===== src/rtl/fpu_div_scheduler.sv =====
// fpu_div_scheduler: round-robin share of one multi-cycle FP divider between
// two requesters, with divide-by-zero bypass and a divider timeout.
module fpu_div_scheduler #(
  parameter int unsigned X       = 32,
  parameter int unsigned TIMEOUT = 64
) (
  input  logic         clk,
  input  logic         clrn,
  input  logic         req0_valid,
  input  logic [X-1:0] req0_a,
  input  logic [X-1:0] req0_b,
  input  logic         req1_valid,
  input  logic [X-1:0] req1_a,
  input  logic [X-1:0] req1_b,
  output logic         req0_ready,
  output logic         req1_ready,
  output logic [X-1:0] div_a,
  output logic [X-1:0] div_b,
  output logic         div_start,
  input  logic         div_ready,
  input  logic [X-1:0] div_out,
  input  logic         div_overflow,
  input  logic         div_underflow,
  output logic         rsp_valid,
  input  logic         rsp_ready,
  output logic         rsp_id,
  output logic [X-1:0] rsp_data,
  output logic [3:0]   rsp_flags
);

  localparam int unsigned EW = (X == 64) ? 11 : 8;
  localparam int unsigned MW = X - 1 - EW;
  localparam int unsigned CW = $clog2(TIMEOUT) + 1;
  localparam logic [X-1:0] QNAN = {1'b0, {EW{1'b1}}, 1'b1, {(MW-1){1'b0}}};

  localparam logic [1:0] IDLE  = 2'd0;
  localparam logic [1:0] ISSUE = 2'd1;
  localparam logic [1:0] WAIT  = 2'd2;
  localparam logic [1:0] RESP  = 2'd3;

  logic [1:0]    state_q, state_d;
  logic          last_grant_q, last_grant_d;
  logic [CW-1:0] cnt_q, cnt_d;
  logic [X-1:0]  a_q, a_d, b_q, b_d;
  logic          id_q, id_d;
  logic          start_q, start_d;
  logic          valid_q, valid_d;
  logic [X-1:0]  data_q, data_d;
  logic [3:0]    flags_q, flags_d;

  logic          grant0, grant1, req_any, b_zero;
  logic [X-1:0]  sel_a, sel_b;

  // Round-robin arbitration: on a tie, the requester not granted last wins.
  always_comb begin
    grant0  = req0_valid & (~req1_valid | last_grant_q);
    grant1  = req1_valid & (~req0_valid | ~last_grant_q);
    req_any = req0_valid | req1_valid;
    sel_a   = grant1 ? req1_a : req0_a;
    sel_b   = grant1 ? req1_b : req0_b;
    b_zero  = (sel_b[X-2:0] == '0);
  end

  // Accept strobes are combinational and only ever raised in IDLE, out of reset.
  assign req0_ready = clrn & (state_q == IDLE) & grant0;
  assign req1_ready = clrn & (state_q == IDLE) & grant1;

  assign div_a     = a_q;
  assign div_b     = b_q;
  assign div_start = start_q;
  assign rsp_valid = valid_q;
  assign rsp_id    = id_q;
  assign rsp_data  = data_q;
  assign rsp_flags = flags_q;

  // Next-state and next-output logic.
  always_comb begin
    state_d      = state_q;
    last_grant_d = last_grant_q;
    cnt_d        = cnt_q;
    a_d          = a_q;
    b_d          = b_q;
    id_d         = id_q;
    start_d      = 1'b0;
    valid_d      = valid_q;
    data_d       = data_q;
    flags_d      = flags_q;
    case (state_q)
      IDLE: begin
        if (req_any) begin
          a_d          = sel_a;
          b_d          = sel_b;
          id_d         = grant1;
          last_grant_d = grant1;
          if (b_zero) begin
            data_d  = {sel_a[X-1] ^ sel_b[X-1], {EW{1'b1}}, {MW{1'b0}}};
            flags_d = 4'b0100;
            valid_d = 1'b1;
            state_d = RESP;
          end else begin
            start_d = 1'b1;
            state_d = ISSUE;
          end
        end
      end
      ISSUE: begin
        cnt_d   = '0;
        state_d = WAIT;
      end
      WAIT: begin
        cnt_d = cnt_q + CW'(1);
        if (div_ready) begin
          data_d  = div_out;
          flags_d = {2'b00, div_overflow, div_underflow};
          valid_d = 1'b1;
          state_d = RESP;
        end else if (cnt_q == CW'(TIMEOUT - 1)) begin
          data_d  = QNAN;
          flags_d = 4'b1000;
          valid_d = 1'b1;
          state_d = RESP;
        end
      end
      RESP: begin
        if (rsp_ready) begin
          valid_d = 1'b0;
          state_d = IDLE;
        end
      end
      default: state_d = IDLE;
    endcase
  end

  // State and output registers.
  always_ff @(posedge clk or negedge clrn) begin
    if (!clrn) begin
      state_q      <= IDLE;
      last_grant_q <= 1'b1;
      cnt_q        <= '0;
      a_q          <= '0;
      b_q          <= '0;
      id_q         <= 1'b0;
      start_q      <= 1'b0;
      valid_q      <= 1'b0;
      data_q       <= '0;
      flags_q      <= '0;
    end else begin
      state_q      <= state_d;
      last_grant_q <= last_grant_d;
      cnt_q        <= cnt_d;
      a_q          <= a_d;
      b_q          <= b_d;
      id_q         <= id_d;
      start_q      <= start_d;
      valid_q      <= valid_d;
      data_q       <= data_d;
      flags_q      <= flags_d;
    end
  end

endmodule

===== config.mk =====
export PLATFORM = sky130hd
export DESIGN_NAME = fpu_div_scheduler
export DESIGN_NICKNAME = d
export VERILOG_FILES = /design/src/rtl/fpu_div_scheduler.sv
export SDC_FILE = /design/constraint.sdc
export NUM_CORES = 1
export LEC_CHECK = 0
export ABC_AREA = 1
export CAP_MARGIN = 20
export CORE_MARGIN = 2
export CORE_UTILIZATION = 45
export DETAILED_ROUTE_END_ITERATION = 8
export PLACE_DENSITY = 0.94
export SYNTH_ARGS = -nofsm -noshare
export SYNTH_HDL_FRONTEND = slang
export SYNTH_SLANG_ARGS = --single-unit

===== constraint.sdc =====
create_clock -name clk -period 4.89 [get_ports clk]
set_input_delay 1.2225 -clock clk [delete_from_list [all_inputs] [get_ports clk]]
set_output_delay 1.2225 -clock clk [all_outputs]
set_load 0.005 [all_outputs]

======== Word level (Yosys, flattened, before mapping) ========
Index checks and enable logic that the tools add are counted.
operators by class
  reduce and logical (&&, ||, !) cells .... 9
  mux-type cells .......................... 28
  equal/unequal tests ..................... 8
  bitwise gates (word level) .............. 12
  add/subtract/negate cells ............... 1
operators with widths
  cell                                                                   count
  32-bit 2-to-1 mux                                                      6
  32-bit one-hot mux with 2 select lines                                 1
  31-bit zero test                                                       1
  4-bit 2-to-1 mux                                                       4
  7-bit one-hot mux with 2 select lines                                  1
  2-bit 2-to-1 mux                                                       5
  1-bit 2-to-1 mux                                                       8
  2-bit one-hot mux with 4 select lines                                  1
  4-bit one-hot mux with 2 select lines                                  1
  7-bit by 1-bit adder with 7-bit output, second input constant          1
  7-bit by 6-bit equality test with 1-bit output, second input constant  1
  2-bit inequality test, second input constant                           3
  1-bit AND                                                              5
  5-bit AND reduction                                                    1
  2-bit equality test, second input constant                             2
  4-bit AND reduction                                                    1
  2-bit nonzero test                                                     2
  3-bit inequality test, second input constant                           1
  1-bit inverter                                                         3
  1-bit OR                                                               3
  1-bit one-hot mux with 3 select lines                                  1
  3-bit AND reduction                                                    1
  3-bit nonzero test                                                     1
  2-bit by 1-bit equality test with 1-bit output, second input constant  1
  3 further kinds                                                        3
word-level totals
  output and inout port bits .............. 105
  input bits .............................. 168
  logic and storage cells ................. 68
  register bits ........................... 113

======== Longest topological paths before layout ========
Gate-level depths: netlist (run 1).
  depth in word-level cells ............... 8
  depth in mapped cells ................... 15

======== Worst setup path before layout (run 1) ========
OpenSTA, ideal clock, no wires.
  path type ............................... input to output
  start point ............................. input req1_valid
  end point ............................... output req1_ready
  required time ........................... 3.668 ns
  buffers on the path ..................... 3
  arrival time ............................ 1.907 ns
  cell stages on the path ................. 5
  setup slack ............................. 1.760 ns
  cell sequence ........................... buf_2 -> nand2_2 -> buf_2 -> clkbuf_1 -> nor2_1
on the way
  word-level cells in the longest chain between the ends .. 2
RTL lines
  item                RTL line  RTL
  start: declaration  12        input logic req1_valid,
  1-bit AND           57        grant1 = req1_valid & (~req0_valid | ~last_grant_q);
  1-bit AND           66        assign req1_ready = clrn & (state_q == IDLE) & grant1;
  end: declaration    16        output logic req1_ready,
No other way between the ends.

======== Final worst setup path (run 1) ========
Same ends and word-level chain as after synthesis.

==> impl_metrics.csv, run 1 <==
group,metric,value,unit
placed_design,port-buffer-count,272,
power,internal_power,3333,uW
timing,drv_slew,0,
logic_synthesis,synthArstFlopShare,100.0,%
hold_path,min_from,"rsp_data[1]$_DFFE_PN0P_",
cells_and_area,diodes,0,
logic_synthesis,synth_flop_cell,"dfrtp_1",
power,p_leak,0.004362,uW
power,switching_power,1847,uW
logic_synthesis,synthTopCellsByArea,"dfrtp_1, nand2_1, o21ai_0, nor2_1, inv_1",
timing,worst_pin_slew,1.022,ns
cells_and_area,drive_gt1_share,5.550,%
power,comb_power_share,45.8,%
timing,setup_violations,0,
clock_tree,post_cts_resized,0,
power,ir_worst_vdd,445.3,uV
timing,fmax,0.2492,GHz
routing,dr.pass1.iters,7,
global_routing,grt_max_degree,74,
cells_and_area,nNetsFinal,1189,
worst_setup_path,startpoint_type,"input pin",
logic_synthesis,synth_cells,759,
clock_tree,cts_tree,"built",
routing,routedWlPerCell,15.25,um
cells_and_area,syn2layout_area_growth,58.22,%
floorplanning,dieArea,13660,um^2
global_routing,first_global_vias,5839,
clock_tree,post-cts-setup-buffers,0,
placed_design,gp_congestion,0.8908,
timing,period_minus_slack,4.013,ns
logic_synthesis,synth_area,5736,um^2
logic_synthesis,yosys.cell_types.count,25,
logic_synthesis,ys_warn_count,0,
clock_tree,clkSinkCount,113,
logic_synthesis,seq_area_frac_synth,49.32,%
global_routing,overflow,0,
power,swShare,35.66,%
worst_setup_path,max_stage_delay,0.56,ns
timing,tns,0,ns
hold_path,hold_path.class,"reg2reg",
worst_setup_path,crit_slowest_cell,"clkdlybuf4s50_1",
worst_setup_path,worst-path-stages,4,
hold_path,min_path_cells,2,
worst_setup_path,crit_family,"buffers and inverters",
routing,ant_nets,0,
logic_synthesis,synth-seq-cells,113,
floorplanning,core_area,12520,um^2
clock_tree,clkTransAtPathRegs,0.05,ns
clock_tree,clock_latency,0.40,ns
placed_design,post-dp-hpwl,13110,um
clock_tree,clock-root-buffer,"clkbuf_16",
placed_design,dp_slack,0.7747,ns
logic_synthesis,syn_avg_cell_area,7.557,um^2
worst_setup_path,worstSetupEndpointType,"output pin",
worst_setup_path,path_buf_inv,2,
power,pwr-share-clk,22.5,%
clock_tree,ctsHoldBuffers,0,
floorplanning,die_x,116.9,um
routing,num_vias,5969,
clock_tree,htreeDepth,4,
timing,skew,0.01040,ns
clock_tree,clk_path_buf_depth,2,
worst_setup_path,r2r_end,"rsp_data[13]$_DFFE_PN0P_",
worst_setup_path,path_common_cell,"clkdlybuf4s50_1",
outcome,status,"completed",
logic_synthesis,yosysTopAreaCell,"dfrtp_1",
logic_synthesis,synthesis.nets,932,
cells_and_area,final_common_cell,"clkdlybuf4s50_1",
worst_setup_path,rrSetupSlack,2.01,ns
floorplanning,start_util,45.82,%
logic_synthesis,synthDominantCellAreaShare,48.87,%
global_routing,grt_pass1_wl,28980,um
worst_setup_path,cp_cell_sequence,"clkdlybuf4s50_1 > nand2_2 > nor2_1 > clkdlybuf4s50_1",
timing,fin_crit_sh,82.07,%
routing,initialDrtViolationCount,605,
worst_setup_path,regToRegStartpoint,"last_grant_q$_DFFE_PN1P_",
power,p_per_area,570.8,nW/um^2
timing,hold_viol_final,0,
worst_setup_path,worstPathRequired,3.67,ns
floorplanning,fp-row-count,41,
job,max-cap-violations,0,
worst_setup_path,rr_worst_depth,14,
timing,max_slew_margin,31.72,%
timing,grt_setup_unrepaired,"no",
floorplanning,fp.dieH,116.9,um
worst_setup_path,critPathMaxFanout,17,
floorplanning,ios,273,
global_routing,antenna_found_initial,0,
clock_tree,numCtsBuffers,17,
worst_setup_path,worst_ep_arrival_time,2.79,ns
routing,routed_wl,18290,um
global_routing,track_usage,27.45,%
worst_setup_path,critical_path_class,"in2out",
timing,hold_slack,0.4683,ns
timing,timing.final.ws_setup,0.8767,ns
power,seqPwrFrac,31.7,%
logic_synthesis,synth_edf_count,0,
routing,viasPerCell,4.978,
hold_path,hold-path-endpoint,"rsp_data[1]$_DFFE_PN0P_",
cells_and_area,final_cell_mix,"clkdlybuf4s50_1, nand2_1, dfrtp_1, o21ai_0, nor2_1",
routing,drcViolationCount,0,
cell families (layout without fill, tap and decap cells):
family | Yosys count | count (layout) | share of synthesized area (%)
buf+inv | 119 | 387 | 9.031
fa+ha+maj | 5 | 5 | 1.091
simple gates | 407 | 407 | 30.39
flops | 113 | 113 | 49.32
compound gates | 115 | 115 | 10.17
routing by layer:
metal	vias up	global-route usage [%]	wire length (um)
li1	2899	-	-
met1	2743	31.80	7033
met2	269	46.78	9248
met3	58	7.106	1186
met4	0	14.67	818
met5	-	0	0
synthesized netlist by cell type, drive strengths merged, types with 3 or more instances:
library cell  instances
nand2               241
dfrtp               112
o21ai               103
nor2                 80
inv                  76
nand3                45
nand3b               27
clkbuf               25
buf                  18
or2                  10
a21oi                 9
ha                    5
nor3                  3
worst reg2reg max path: stages, from the launching register on:
cell,delay [ns]
dfstp_2,0.53
nand2_2,0.06
nand2_2,0.27
buf_4,0.35
nand2_1,0.10
nand2_1,0.10
nand2_1,0.07
nor2_1,0.11
nand2_1,0.06
nor2_1,0.09
nand2_1,0.09
nand2_2,0.34
nand2_4,0.33
nand2_1,0.16
nand2_1,0.08
per-stage QoR:
step           power, uW  util (%)  cell area (um^2)  instances
2_1_floorplan       2725         -              5736        759
3_3_place_gp        3922     68.05              8518       1169
3_5_place_dp        4013     68.05              8518       1169
4_1_cts             5206     72.50              9075       1199
5_1_grt             5549     72.50              9075       1199
6_report            5180     72.50              9075       1199
layout make-up:
| type | count | area [um^2] |
|---|---|---|
| clock buffer | 24 | 501.7 |
| timing repair buffer | 281 | 2800 |
| multi-input combinational | 527 | 2389 |
| sequential | 113 | 2829 |
| clock inverter | 6 | 55.05 |
| inverter | 76 | 285.3 |
| fill | 909 | 3442 |
| tap | 172 | 215.2 |
power groups by stage:
stage	Combinational (uW)	Sequential, uW	Clock [uW]
global route	2640	1690	1220
detailed placement	2370	1640	0
finish	2370	1640	1170
global placement	2300	1620	0
floorplan	1070	1650	0
CTS	2380	1640	1180
how the worst max path moves through the flow:
stage                                           to  startpoint  slack, ns
after floorplan                         req1_ready  req1_valid       1.76
after global placement    rsp_data[20]$_DFFE_PN0P_  req0_valid       0.90
after detailed placement   rsp_data[8]$_DFFE_PN0P_  req0_valid       0.77
final                                   req1_ready  req1_valid       0.88
after global routing                    req1_ready  req1_valid       0.75
after CTS                               req1_ready  req0_valid       0.86
sequential cells by signal (all words and copies together), names as in the netlist, 2 cells and up:
register	flops
div_a	32
div_b	32
rsp_data	32
cnt_q	7
rsp_flags	4
state_q	2
Note: power is estimated with default switching activity, not from simulation.
==> inputs of run 2 (changes only) <==
- CORE_UTILIZATION: 45 -> 37
- PLACE_DENSITY: 0.94 -> 0.84
- clock period: 4.89 -> 3.5 ns (I/O delays scaled with it)
==> run 2 against run 1 <==
Worst setup slack lost 0.65 ns. Critical endpoint is now req0_ready. Combinational power grew 41%. Register-to-register slack lost 0.80 ns. Sequential share of layout area shrank 0.46 points. Worst hold slack lost 0.20 ns. Utilization shrank 12 points. Count of clock-buffer cells in the layout shrank 2. Largest power group unchanged. Sequential power grew 40%. Clock power grew 50%. Die area grew 21%. Non-clock buffer count grew 5. Power grew 43%.
==> impl_metrics.csv, run 2 (synthesis gave the netlist of run 1 again) <==
group,metric,value,unit
outcome,status,"completed",
floorplanning,start_util,37.73,%
routing,num_vias,5911,
worst_setup_path,critPathMaxFanout,32,
job,max-cap-violations,0,
worst_setup_path,critical_path_class,"in2out",
clock_tree,post_cts_resized,0,
worst_setup_path,crit_family,"buffers and inverters",
timing,setup_violations,0,
floorplanning,dieArea,16510,um^2
routing,routed_wl,17990,um
power,p_per_area,802.3,nW/um^2
clock_tree,htreeDepth,4,
power,p_leak,0.004409,uW
clock_tree,clkSinkCount,113,
timing,fin_crit_sh,93.47,%
hold_path,hold_path.class,"in2async",
worst_setup_path,max_stage_delay,0.59,ns
routing,initialDrtViolationCount,374,
power,switching_power,2591,uW
worst_setup_path,worst_ep_arrival_time,2.40,ns
power,swShare,35.06,%
routing,routedWlPerCell,14.72,um
cells_and_area,final_cells,1222,
timing,drv_slew,0,
power,seqPwrFrac,30.9,%
clock_tree,ctsHoldBuffers,0,
placed_design,port-buffer-count,272,
global_routing,grt_max_degree,56,
global_routing,overflow,0,
placed_design,dp.cells,1190,
clock_tree,clk_path_buf_depth,2,
timing,skew,0.006351,ns
global_routing,grt_pass1_wl,28470,um
cells_and_area,syn2layout_area_growth,60.60,%
placed_design,gp_congestion,0.8222,
global_routing,antenna_found_initial,0,
worst_setup_path,worstPathRequired,2.62,ns
clock_tree,clock_latency,0.42,ns
timing,max_slew_margin,54.04,%
cells_and_area,diodes,0,
power,internal_power,4799,uW
timing,grt_setup_unrepaired,"no",
power,ir_worst_vdd,410.3,uV
routing,drcViolationCount,0,
cells_and_area,final_cell_mix,"clkdlybuf4s50_1, nand2_1, dfrtp_1, o21ai_0, nor2_1",
worst_setup_path,worstSetupEndpointType,"output pin",
floorplanning,core_area,15200,um^2
timing,tns,0,ns
worst_setup_path,rrSetupSlack,1.21,ns
timing,period_minus_slack,3.272,ns
routing,viasPerCell,4.837,
clock_tree,clock-root-buffer,"clkbuf_16",
power,comb_power_share,45.2,%
clock_tree,post-cts-setup-buffers,0,
routing,dr.pass1.iters,5,
worst_setup_path,cp_cell_sequence,"clkdlybuf4s50_1 > buf_12 > a21oi_1 > clkdlybuf4s50_1",
global_routing,first_global_vias,5689,
global_routing,track_usage,22.14,%
timing,fmax,0.3057,GHz
cells_and_area,nNetsFinal,1194,
floorplanning,ios,273,
timing,hold_slack,0.2707,ns
floorplanning,fp-row-count,45,
clock_tree,numCtsBuffers,17,
worst_setup_path,crit_slowest_cell,"clkdlybuf4s50_1",
worst_setup_path,path_buf_inv,3,
cells_and_area,drive_gt1_share,6.093,%
worst_setup_path,path_common_cell,"clkdlybuf4s50_1",
floorplanning,fp.dieH,128.5,um
floorplanning,die_x,128.5,um
worst_setup_path,startpoint_type,"input pin",
placed_design,dpl-instance-area,8613,um^2
clock_tree,cts_tree,"built",
timing,hold_viol_final,0,
cells_and_area,fin_util,60.59,%
clock_tree,clkTransAtPathRegs,0.05,ns
power,pwr-share-clk,23.9,%
timing,worst_pin_slew,0.6893,ns
routing,ant_nets,0,
placed_design,post-dp-hpwl,13000,um
cells_and_area,final_cell_area,9211,um^2
cells_and_area,final_common_cell,"clkdlybuf4s50_1",
==> run 2: cell count changes in the layout (fill, tap and decap cells not counted), sizes merged <==
cell,delta
clkbuf,-2
buf,+5
bufinv,+2
clkinvlp,+2
==> run 2: final cells by class <==
cell class	count	area (um^2)
Clock buffer	22	464.2
Multi-Input combinational cell	527	2389
Clock inverter	10	133.9
Sequential cell	113	2829
Inverter	76	285.3
Fill cell	1320	5991
Tap cell	188	235.2
Timing Repair Buffer	286	2875
==> run 2: per-stage QoR <==
stage	setup slack, ns	total power (uW)
after floorplan	1.065	3807
after global placement	0.2526	5573
after detailed placement	0.2329	5661
after CTS	0.2272	7460
after global routing	0.1646	7927
final	0.2285	7390
==> run 2: metal layers <==
layer / wire, um / global-route usage [%] / vias up
li1: - / - / 2913
met1: 7325 / 26.26 / 2704
met2: 8696 / 37.70 / 250
met3: 1306 / 6.362 / 44
met4: 661 / 9.527 / 0
met5: 0 / 0 / -
==> run 2: power groups by stage <==
stage	registers [uW]	logic (uW)	clock network, uW
after floorplan	2310	1500	0
after global placement	2280	3290	0
after detailed placement	2300	3360	0
after CTS	2290	3380	1800
after global routing	2360	3700	1870
final	2290	3340	1760
==> run 2: worst paths after layout <==
check,depth (start not counted),start,to
worst max-delay path,4,req1_valid,req0_ready
worst min-delay path,1,clrn,rsp_id$_DFFE_PN0P_
worst max register to register,14,last_grant_q$_DFFE_PN1P_,rsp_data[7]$_DFFE_PN0P_
worst min register to register,2,rsp_valid$_DFFE_PN0P_,rsp_valid$_DFFE_PN0P_
max in group asynchronous,3,clrn,div_a[13]$_DFFE_PN0P_
min in group clk,2,rsp_valid$_DFFE_PN0P_,rsp_valid$_DFFE_PN0P_
==> inputs of run 3 (changes only) <==
- PLACE_DENSITY: 0.84 -> 0.78
==> run 3 against run 2 <==
Utilization fell by 0.12 points. Combinational power barely moved. Maximum frequency rose by 3.2%. Final cell count rose by 0.33%. Non-clock buffer count rose by 3. Via count fell by 1.0%. Critical endpoint is now req1_ready.
==> impl_metrics.csv, run 3 (synthesis gave the netlist of run 1 again) <==
group,metric,value,unit
outcome,status,"completed",
global_routing,first_global_vias,5796,
timing,drv_slew,0,
cells_and_area,final_common_cell,"clkdlybuf4s50_1",
worst_setup_path,cp_cell_sequence,"clkdlybuf4s50_1 > nand2_2 > nand2_2 > nor2_1 > clkdlybuf4s50_1",
cells_and_area,nNetsFinal,1197,
timing,hold_viol_final,0,
worst_setup_path,critPathMaxFanout,8,
power,p_leak,0.004399,uW
worst_setup_path,rr_worst_depth,14,
worst_setup_path,crit_slowest_cell,"clkdlybuf4s50_1",
clock_tree,clock_latency,0.41,ns
routing,viasPerCell,4.772,
cells_and_area,drive_gt1_share,6.557,%
worst_setup_path,crit_family,"buffers and inverters",
worst_setup_path,r2r_end,"rsp_data[27]$_DFFE_PN0P_",
global_routing,grt_max_degree,75,
global_routing,overflow,0,
worst_setup_path,path_buf_inv,2,
floorplanning,ios,273,
global_routing,track_usage,21.88,%
cells_and_area,nFillCells,1351,
cells_and_area,final_cells,1226,
worst_setup_path,worst_ep_arrival_time,2.29,ns
timing,worst_pin_slew,0.8770,ns
floorplanning,die_x,128.5,um
clock_tree,clk_path_buf_depth,2,
floorplanning,dieArea,16510,um^2
cells_and_area,fin_util,60.47,%
timing,max_slew_margin,41.53,%
timing,tns,0,ns
cells_and_area,syn2layout_area_growth,60.27,%
clock_tree,post-cts-setup-buffers,0,
clock_tree,clkSinkCount,113,
timing,grt_setup_unrepaired,"no",
placed_design,dp.cells,1193,
clock_tree,ctsHoldBuffers,0,
hold_path,hold_path.class,"in2async",
worst_setup_path,worstSetupEndpointType,"output pin",
timing,setup_violations,0,
worst_setup_path,regToRegStartpoint,"last_grant_q$_DFFE_PN1P_",
clock_tree,clock-root-buffer,"clkbuf_16",
placed_design,post-dp-hpwl,13170,um
job,max-cap-violations,0,
worst_setup_path,startpoint_type,"input pin",
floorplanning,fp.dieH,128.5,um
floorplanning,fp-row-count,45,
routing,routedWlPerCell,14.56,um
worst_setup_path,critical_path_class,"in2out",
worst_setup_path,worstPathRequired,2.62,ns
clock_tree,numCtsBuffers,17,
clock_tree,post_cts_resized,0,
global_routing,grt_pass1_wl,28150,um
global_routing,antenna_found_initial,1,
worst_setup_path,rrSetupSlack,1.14,ns
floorplanning,core_area,15200,um^2
clock_tree,clkTransAtPathRegs,0.05,ns
power,p_per_area,793.9,nW/um^2
timing,skew,0.009959,ns
timing,fin_crit_sh,90.56,%
cells_and_area,final_cell_area,9193,um^2
routing,dr.pass1.iters,6,
routing,num_vias,5851,
routing,initialDrtViolationCount,292,
placed_design,dpl-instance-area,8611,um^2
routing,routed_wl,17860,um
floorplanning,start_util,37.73,%
worst_setup_path,max_stage_delay,0.55,ns
power,total_power,7298,uW
timing,period_minus_slack,3.170,ns
timing,fmax,0.3155,GHz
placed_design,gp_congestion,0.8515,
power,ir_worst_vdd,382.7,uV
clock_tree,htreeDepth,4,
routing,ant_nets,0,
placed_design,port-buffer-count,272,
cells_and_area,final_cell_mix,"clkdlybuf4s50_1, nand2_1, dfrtp_1, o21ai_0, nor2_1",
routing,drcViolationCount,0,
clock_tree,cts_tree,"built",
-- run 3: how the worst max path moves through the flow --
stage               depth (start not counted)  startpoint  slack, ns                  endpoint
floorplan                                   5  req1_valid       1.07                req1_ready
global placement                           15  req0_valid       0.27  rsp_data[14]$_DFFE_PN0P_
detailed placement                         15  req0_valid       0.22  rsp_data[19]$_DFFE_PN0P_
CTS                                         5  req0_valid       0.31                req1_ready
global route                                5  req0_valid       0.22                req1_ready
finish                                      5  req0_valid       0.33                req1_ready
-- run 3: area by class of cell --
cell class              instances  area, um^2  share of cell area, %
multi-input cells             527        2389                  25.98
clock buffers                  19       442.9                  4.818
repair buffers                289        2873                  31.25
well taps                     188       235.2                  2.559
diodes                          1       2.502                0.02722
inverters                      76       285.3                  3.103
flip-flops and latches        113        2829                  30.77
clock inverters                13       136.4                  1.484
-- run 3: report_power, final --
group / internal (uW) / switching (uW) / total (uW)
Sequential: 1940 / 347 / 2280
Clock: 1060 / 615 / 1680
Combinational: 1710 / 1630 / 3340
-- run 3: stage by stage --
stage          setup slack, ns  hold slack, ns
3_5_place_dp            0.2168          0.4600
6_report                0.3303          0.3175
3_3_place_gp            0.2727          0.4550
4_1_cts                 0.3099          0.3069
2_1_floorplan            1.065          0.4636
5_1_grt                 0.2188          0.3096
-- run 3: routing by layer --
layer  up-vias  global-route usage, %  part of all wire (%)
met3        42                  6.653                   6.9
met5         -                      0                     0
met4         0                  10.61                   3.4
met1      2696                  24.17                    40
li1       2916                      -                     -
met2       197                  38.49                    50
